--- config.mk ---
export PLATFORM = sky130hd
export DESIGN_NAME = vga_rx_timing_flat
export DESIGN_NICKNAME = d
export VERILOG_FILES = /design/src/rtl/vga_rx_if.sv /design/src/rtl/vga_rx_timing.sv /design/src/flat_wrapper.sv
export SDC_FILE = /design/constraint.sdc
export NUM_CORES = 1
export LEC_CHECK = 0
export BUFFER_PORTS_ARGS = -buffer_cell sky130_fd_sc_hd__buf_2
export CORE_ASPECT_RATIO = 0.75
export CORE_UTILIZATION = 50
export DETAILED_ROUTE_END_ITERATION = 6
export HOLD_SLACK_MARGIN = 0.05
export PLACE_DENSITY = 0.86
export SETUP_SLACK_MARGIN = 0.3
export SYNTH_ARGS = -nofsm -noshare
export SYNTH_HDL_FRONTEND = slang
export SYNTH_SLANG_ARGS = --single-unit
--- constraint.sdc ---
create_clock -name clk -period 2.6 [get_ports clk]
set_input_delay 0.39 -clock clk [delete_from_list [all_inputs] [get_ports clk]]
set_output_delay 0.39 -clock clk [all_outputs]
set_load 0.05 [all_outputs]
--- src/rtl/vga_rx_if.sv ---
// Video receive bundle: sampled sync/colour from the source, recovered
// position and qualified pixel stream back out of the timing checker.
interface vga_rx_if;
   logic        p_tick;
   logic        hsync_in;
   logic        vsync_in;
   logic [11:0] rgb_in;
   logic [9:0]  pixel_x;
   logic [9:0]  pixel_y;
   logic [11:0] rgb_out;
   logic        pixel_valid;
   logic        line_start;
   logic        frame_start;
   logic        locked;
   logic        h_err;
   logic        v_err;

   modport master (
      output p_tick, hsync_in, vsync_in, rgb_in,
      input  pixel_x, pixel_y, rgb_out, pixel_valid, line_start, frame_start,
             locked, h_err, v_err
   );

   modport slave (
      input  p_tick, hsync_in, vsync_in, rgb_in,
      output pixel_x, pixel_y, rgb_out, pixel_valid, line_start, frame_start,
             locked, h_err, v_err
   );
endinterface

--- src/rtl/vga_rx_timing.sv ---
// VGA receive timing recovery: tracks x/y from sync edges, flags line/frame
// timing errors, runs a lock FSM and emits a qualified pixel stream.
module vga_rx_timing #(
   parameter int   H_ACTIVE    = 640,
   parameter int   H_FP        = 16,
   parameter int   H_SYNC      = 96,
   parameter int   H_TOTAL     = 800,
   parameter int   V_ACTIVE    = 480,
   parameter int   V_FP        = 10,
   parameter int   V_SYNC      = 2,
   parameter int   V_TOTAL     = 525,
   parameter logic SYNC_POL    = 1'b1,
   parameter int   LOCK_FRAMES = 2
) (
   input  logic    clk,
   input  logic    reset,
   vga_rx_if.slave vif
);

   localparam logic [9:0] H_ACT    = 10'(H_ACTIVE);
   localparam logic [9:0] V_ACT    = 10'(V_ACTIVE);
   localparam logic [9:0] HS_START = 10'(H_ACTIVE + H_FP);
   localparam logic [9:0] VS_START = 10'(V_ACTIVE + V_FP);
   localparam logic [9:0] H_LAST   = 10'(H_TOTAL - 1);
   localparam logic [9:0] V_LAST   = 10'(V_TOTAL - 1);
   localparam logic [3:0] LOCK_N   = 4'(LOCK_FRAMES);
   // An impossible timing setup can never reach LOCKED.
   localparam bit CFG_OK = (H_ACTIVE + H_FP + H_SYNC <= H_TOTAL) &&
                           (V_ACTIVE + V_FP + V_SYNC <= V_TOTAL) &&
                           (H_TOTAL <= 1024) && (V_TOTAL <= 1024) &&
                           (LOCK_FRAMES >= 1) && (LOCK_FRAMES <= 15);

   typedef enum logic [1:0] {UNLOCKED, HALIGN, ACQUIRE, LOCKED} state_t;

   state_t      state, state_d;
   logic [3:0]  good_cnt, cnt_d, cnt_inc;
   logic [9:0]  h, v, h_pred, v_pred, h_nxt, v_nxt;
   logic        prev_hs, prev_vs, primed;
   logic        adv, hs_edge, vs_edge, h_err_c, v_err_c, pix_ok;
   logic [11:0] rgb_q;
   logic        valid_q, line_q, frame_q, h_err_q, v_err_q;

   always_comb begin
      adv     = vif.p_tick && primed;
      h_pred  = (h == H_LAST) ? 10'd0 : h + 10'd1;
      v_pred  = v;
      if (h == H_LAST)
         v_pred = (v == V_LAST) ? 10'd0 : v + 10'd1;
      hs_edge = (prev_hs != SYNC_POL) && (vif.hsync_in == SYNC_POL);
      vs_edge = (prev_vs != SYNC_POL) && (vif.vsync_in == SYNC_POL);

      // An early/late edge or a missing pulse at the predicted spot are both errors.
      h_err_c = adv && (state != UNLOCKED) &&
                (hs_edge ? (h_pred != HS_START) : (h_pred == HS_START));
      if (vs_edge)
         v_err_c = adv && ((state == ACQUIRE) || (state == LOCKED)) &&
                   ((v_pred != VS_START) || (h_pred != 10'd0));
      else
         v_err_c = adv && (state == LOCKED) && (h_pred == 10'd0) && (v_pred == VS_START);

      h_nxt   = vs_edge ? 10'd0 : (hs_edge ? HS_START : h_pred);
      v_nxt   = vs_edge ? VS_START : v_pred;
      pix_ok  = (state == LOCKED) && (h_nxt < H_ACT) && (v_nxt < V_ACT);
      cnt_inc = good_cnt + 4'd1;
   end

   always_comb begin
      state_d = state;
      cnt_d   = good_cnt;
      if (adv) begin
         case (state)
            UNLOCKED: if (hs_edge) state_d = HALIGN;
            HALIGN: begin
               if (h_err_c)
                  state_d = UNLOCKED;
               else if (vs_edge) begin
                  state_d = ACQUIRE;
                  cnt_d   = 4'd0;
               end
            end
            ACQUIRE: begin
               if (h_err_c || v_err_c) begin
                  state_d = UNLOCKED;
                  cnt_d   = 4'd0;
               end else if (vs_edge) begin
                  if (cnt_inc == LOCK_N) begin
                     state_d = CFG_OK ? LOCKED : ACQUIRE;
                     cnt_d   = 4'd0;
                  end else begin
                     cnt_d = cnt_inc;
                  end
               end
            end
            LOCKED: if (h_err_c || v_err_c) state_d = UNLOCKED;
            default: state_d = UNLOCKED;
         endcase
      end
   end

   always_ff @(posedge clk) begin
      if (reset) begin
         state    <= UNLOCKED;
         good_cnt <= 4'd0;
      end else begin
         state    <= state_d;
         good_cnt <= cnt_d;
      end
   end

   always_ff @(posedge clk) begin
      if (reset) begin
         h       <= 10'd0;
         v       <= 10'd0;
         prev_hs <= 1'b0;
         prev_vs <= 1'b0;
         primed  <= 1'b0;
         rgb_q   <= 12'd0;
         valid_q <= 1'b0;
         line_q  <= 1'b0;
         frame_q <= 1'b0;
         h_err_q <= 1'b0;
         v_err_q <= 1'b0;
      end else begin
         valid_q <= 1'b0;
         line_q  <= 1'b0;
         frame_q <= 1'b0;
         h_err_q <= h_err_c;
         v_err_q <= v_err_c;
         if (vif.p_tick) begin
            // The priming tick only captures sync history, so a held sync is not an edge.
            prev_hs <= vif.hsync_in;
            prev_vs <= vif.vsync_in;
            primed  <= 1'b1;
            if (primed) begin
               h       <= h_nxt;
               v       <= v_nxt;
               rgb_q   <= vif.rgb_in;
               valid_q <= pix_ok;
               line_q  <= pix_ok && (h_nxt == 10'd0);
               frame_q <= pix_ok && (h_nxt == 10'd0) && (v_nxt == 10'd0);
            end
         end
      end
   end

   assign vif.pixel_x     = h;
   assign vif.pixel_y     = v;
   assign vif.rgb_out     = rgb_q;
   assign vif.pixel_valid = valid_q;
   assign vif.line_start  = line_q;
   assign vif.frame_start = frame_q;
   assign vif.locked      = (state == LOCKED);
   assign vif.h_err       = h_err_q;
   assign vif.v_err       = v_err_q;

endmodule
--- src/flat_wrapper.sv ---
// flat-port wrapper written by rule: the top's interface ports become plain ports
module vga_rx_timing_flat 
#(
   parameter int   H_ACTIVE    = 640,
   parameter int   H_FP        = 16,
   parameter int   H_SYNC      = 96,
   parameter int   H_TOTAL     = 800,
   parameter int   V_ACTIVE    = 480,
   parameter int   V_FP        = 10,
   parameter int   V_SYNC      = 2,
   parameter int   V_TOTAL     = 525,
   parameter logic SYNC_POL    = 1'b1,
   parameter int   LOCK_FRAMES = 2
)
  (clk, reset, vif_p_tick, vif_hsync_in, vif_vsync_in, vif_rgb_in, vif_pixel_x, vif_pixel_y, vif_rgb_out, vif_pixel_valid, vif_line_start, vif_frame_start, vif_locked, vif_h_err, vif_v_err);
  vga_rx_if vif_i ();
  input  logic clk;
  input  logic reset;
  input wire logic [$bits(vif_i.p_tick)-1:0] vif_p_tick;
  input wire logic [$bits(vif_i.hsync_in)-1:0] vif_hsync_in;
  input wire logic [$bits(vif_i.vsync_in)-1:0] vif_vsync_in;
  input wire logic [$bits(vif_i.rgb_in)-1:0] vif_rgb_in;
  output wire logic [$bits(vif_i.pixel_x)-1:0] vif_pixel_x;
  output wire logic [$bits(vif_i.pixel_y)-1:0] vif_pixel_y;
  output wire logic [$bits(vif_i.rgb_out)-1:0] vif_rgb_out;
  output wire logic [$bits(vif_i.pixel_valid)-1:0] vif_pixel_valid;
  output wire logic [$bits(vif_i.line_start)-1:0] vif_line_start;
  output wire logic [$bits(vif_i.frame_start)-1:0] vif_frame_start;
  output wire logic [$bits(vif_i.locked)-1:0] vif_locked;
  output wire logic [$bits(vif_i.h_err)-1:0] vif_h_err;
  output wire logic [$bits(vif_i.v_err)-1:0] vif_v_err;
  assign vif_i.p_tick = vif_p_tick;
  assign vif_i.hsync_in = vif_hsync_in;
  assign vif_i.vsync_in = vif_vsync_in;
  assign vif_i.rgb_in = vif_rgb_in;
  assign vif_pixel_x = vif_i.pixel_x;
  assign vif_pixel_y = vif_i.pixel_y;
  assign vif_rgb_out = vif_i.rgb_out;
  assign vif_pixel_valid = vif_i.pixel_valid;
  assign vif_line_start = vif_i.line_start;
  assign vif_frame_start = vif_i.frame_start;
  assign vif_locked = vif_i.locked;
  assign vif_h_err = vif_i.h_err;
  assign vif_v_err = vif_i.v_err;
  vga_rx_timing #(.H_ACTIVE(H_ACTIVE), .H_FP(H_FP), .H_SYNC(H_SYNC), .H_TOTAL(H_TOTAL), .V_ACTIVE(V_ACTIVE), .V_FP(V_FP), .V_SYNC(V_SYNC), .V_TOTAL(V_TOTAL), .SYNC_POL(SYNC_POL), .LOCK_FRAMES(LOCK_FRAMES)) u_core (.clk(clk), .reset(reset), .vif(vif_i));
endmodule
==> flow_summary.yaml <==
outcome:
  status: "complete, but fails checks"
  violations: "setup timing"
synthesis:
  ys.flop_type: "dfxtp_1"
  synth_top_family_by_area: "simple AND/OR/NAND/NOR gates"
  synth_area_per_cell_um2: 7.463
  ys_warn_count: 0
  yosysMostFrequentCell: "nand2_1"
  synth_compound_gate_area_share_pct: 19.52
  synthSimpleGateAreaFrac_pct: 34.22
  synth_cell_types: 54
  synth.net_count: 388
  ys_ff_latch: 46
  ys_top_cells_by_area: "dfxtp_1 34%, nand2_1 7.6%, a21oi_1 6.4%"
  synth_area_um2: 2724
  seq_area_frac_synth_pct: 33.81
  synth_top_cell_area_share_pct: 33.81
  synthXorXnorAreaFrac_pct: 3.537
  synth_adder_area_share_pct: 2.756
  muxShareOfSynthArea_pct: 1.470
  yosys.area.top_type: "dfxtp_1"
  synth_common_cells: "55 x nand2_1, 46 x dfxtp_1, 39 x nor2_1, 35 x a21oi_1, 18 x nand3_1"
  async_reset_ff_share_pct: 0
  synth_cells: 365
  synth-edff-count: 0
pwr:
  p_int_uw: 989.1
  switching_share_pct: 30.99
  pwr-share-clk_pct: 31.1
  leakage_uw: 0.001507
  switching_power_uw: 444.2
  seqPwrFrac_pct: 51.0
  combPwrFrac_pct: 17.9
  ir_drop_mv: 0.4299
  p_per_area_nw_per_um2: 382.0
cells_and_area:
  seqCellArea_um2: 975.9
  final_util_pct: 74.09
  stdcell_area_um2: 3752
  num-fill-cells: 405
  area.growth.synth_to_final_pct: 37.76
  insertedDiodeCount: 0
  multi_input_area_um2: 1872
  drive_above_1_share_pct: 37.69
  fin_nets: 481
clock_network:
  cts_root_buffer: "clkbuf_8"
  cts_sinks: 46
  cts_max_path_buffers: 2
  numCtsBuffers: 5
  clkLatencyLatePin_ns: 0.31
  cts_tree: "yes"
  ctsHoldBuffers: 0
  htreeDepth: 2
  cts.clk_slew.worst_paths_ns: 0.09
critical_path:
  crit_family: "simple AND/OR/NAND/NOR gates"
  crit_slowest_cell: "or4_4"
  path_class: "flop to flop"
  cp.arrival_ns: 2.90
  required_ns: 2.83
  worstSetupStartpointType: "flop"
  cp_max_fo: 3
  crit_chain: "inv_4, ha_4, nand4_1, or4_4, o21ai_2, o22ai_2, or4_4, o21a_1, or3_1, a211oi_2"
  path_common_cell: "or4_4"
  worst-r2r-setup-slack_ns: -0.07
  path_buf_inv: 1
  critPathMaxStageDelay_ns: 0.52
  critPathCaptureType: "flop"
floorplanning:
  coreArea_um2: 5065
  fp.dieW_um: 87.23
  initial_core_util_pct: 53.78
  rows: 22
  io_pins: 55
  die_y_um: 65.92
  dieArea_um2: 5750
job:
  max_cap_viol_count: 0
timing:
  period_share_pct: 102.7
  min_period_ns: 2.670
  max_slew_margin_pct: 41.43
  hold_ws_ns: 0.3051
  skew_ns: 0.005981
  rsz0062_at_grt: "yes"
  worstMarginPinSlew_ns: 0.8785
  setup_viol: 4
  slew_violations: 0
  setup_ws_ns: -0.06962
  hold_violations: 0
  fmax_mhz: 374.6
placement:
  port_buffers: 54
  hpwl_um: 5450
  gp_congestion: 0.9472
  placedInstanceArea_um2: 3398
detailed_routing:
  ant_nets: 0
  vias: 3122
  drcViolationCount: 0
  via_per_inst: 5.879
  wire_per_inst_um: 15.35
  drt_iter0_drc: 280
  drtPass1Iterations: 6
  totalWireLength_um: 8153
worst_hold_path:
  hold_path.class: "input port to flop"
global_route:
  grt_use_total_pct: 28.54
  grt_pass1_wl_um: 12770
  grt_pass1_vias: 2837
  antenna_found_initial: 0
  grt_max_degree: 48
  grt.overflow.total: 0
-- final timing paths --
path,start,to,cells after the start
setup / recovery,u_core.vif.pixel_y[1]$_SDFFE_PP0P_,u_core.state[0]$_SDFFE_PP0P_,10
hold / removal,vif_rgb_in[4],u_core.vif.rgb_out[4]$_SDFFE_PP0P_,3
setup reg to reg,u_core.vif.pixel_y[1]$_SDFFE_PP0P_,u_core.state[0]$_SDFFE_PP0P_,10
hold reg to reg,u_core.vif.rgb_out[9]$_SDFFE_PP0P_,u_core.vif.rgb_out[9]$_SDFFE_PP0P_,2
-- what timing repair did --
item                                    4_1_cts  5_1_grt
buffers inserted                              3        8
pin swaps                                     9        7
endpoints found under the setup margin       11       11
resized for setup                            18       20
-- logic make-up after synthesis --
| family | after synthesis |
|---|---|
| AOI/OAI and AO/OA | 86 |
| buffers and inverters | 30 |
| adders and majority gates | 6 |
| and+or+nand+nor | 182 |
| muxes | 4 |
| DFF | 46 |
| xor gates and xnor gates | 11 |
-- layer usage --
| layer | share of wire (%) | vias to the layer above | global-route usage (%) |
|---|---|---|---|
| li1 | - | 1495 | - |
| met1 | 44 | 1422 | 37.52 |
| met2 | 46 | 181 | 47.15 |
| met3 | 9.1 | 24 | 5.993 |
| met4 | 1.6 | 0 | 8.607 |
| met5 | 0 | - | 0 |
-- through the flow --
step,worst slack [ns],power [uW],setup TNS (ns),cells
after global routing,-0.1389,1491,-0.5930,531
after floorplan,-0.1263,905.0,-0.2193,365
after detailed placement,-0.1021,979.3,-0.2395,512
final,-0.06962,1433,-0.2092,531
after global placement,-0.05757,972.6,-0.06111,512
after CTS,-0.04413,1424,-0.06922,523
-- worst register-to-register path, cell delays in order (launching register included) --
cell      delay, ns
dfxtp_4        0.36
inv_4          0.06
ha_4           0.12
nand4_1        0.12
or4_4          0.52
o21ai_2        0.08
o22ai_2        0.11
or4_4          0.52
o21a_1         0.21
or3_1          0.33
a211oi_2       0.17
-- power groups by stage --
stage          sequential, uW  combinational (uW)  clock, uW
3_5_place_dp              746                 234          0
5_1_grt                   734                 274        482
4_1_cts                   730                 244        450
3_3_place_gp              744                 228          0
2_1_floorplan             799                 106          0
6_report                  731                 256        446
-- cells in the final DEF (no fill, tap or decap), types with 3 or more instances in the layout --
cell type | synthesis | routed
nor2b_1 | 5 | 5
inv_4 | 0 | 3
mux2i_1 | 4 | 4
o31a_1 | 3 | 3
buf_2 | 7 | 54
clkbuf_8 | 0 | 5
nor3_1 | 11 | 9
xor2_1 | 6 | 5
a21oi_1 | 35 | 34
a211oi_1 | 4 | 4
buf_4 | 1 | 52
ha_1 | 6 | 4
nand3_1 | 18 | 16
nand2b_1 | 6 | 6
inv_1 | 7 | 5
nand4_1 | 9 | 9
dfxtp_2 | 0 | 5
o21ai_0 | 15 | 12
o211ai_1 | 3 | 3
nand2_1 | 55 | 55
o21ai_1 | 0 | 3
buf_6 | 0 | 3
nor2_1 | 39 | 38
nor4_1 | 9 | 5
nand4b_1 | 3 | 3
a31oi_1 | 8 | 7
nor4_4 | 0 | 3
xnor2_1 | 5 | 4
dfxtp_4 | 0 | 13
dfxtp_1 | 46 | 28
nand3b_1 | 4 | 4
and2_1 | 3 | 3
-- sequential cells by signal, indices dropped and copies added (netlist names) --
register and flops:
u_core.primed 1, u_core.prev_hs 1, u_core.vif.h_err 1, u_core.vif.pixel_x 10
u_core.good_cnt 4, u_core.vif.pixel_y 10, u_core.state 2, u_core.vif.pixel_valid 1
u_core.vif.rgb_out 12, u_core.vif.line_start 1, u_core.prev_vs 1, u_core.vif.frame_start 1
u_core.vif.v_err 1
-- cell type report --
class                   count  area share [%]
inverters                   7          0.8336
repair buffers            109           18.51
well taps                  72           2.401
multi-input cells         289           49.88
clock buffers               5           1.834
flip-flops and latches     46           26.01
clock inverters             3          0.5335
(Power assumes the default switching activity.)
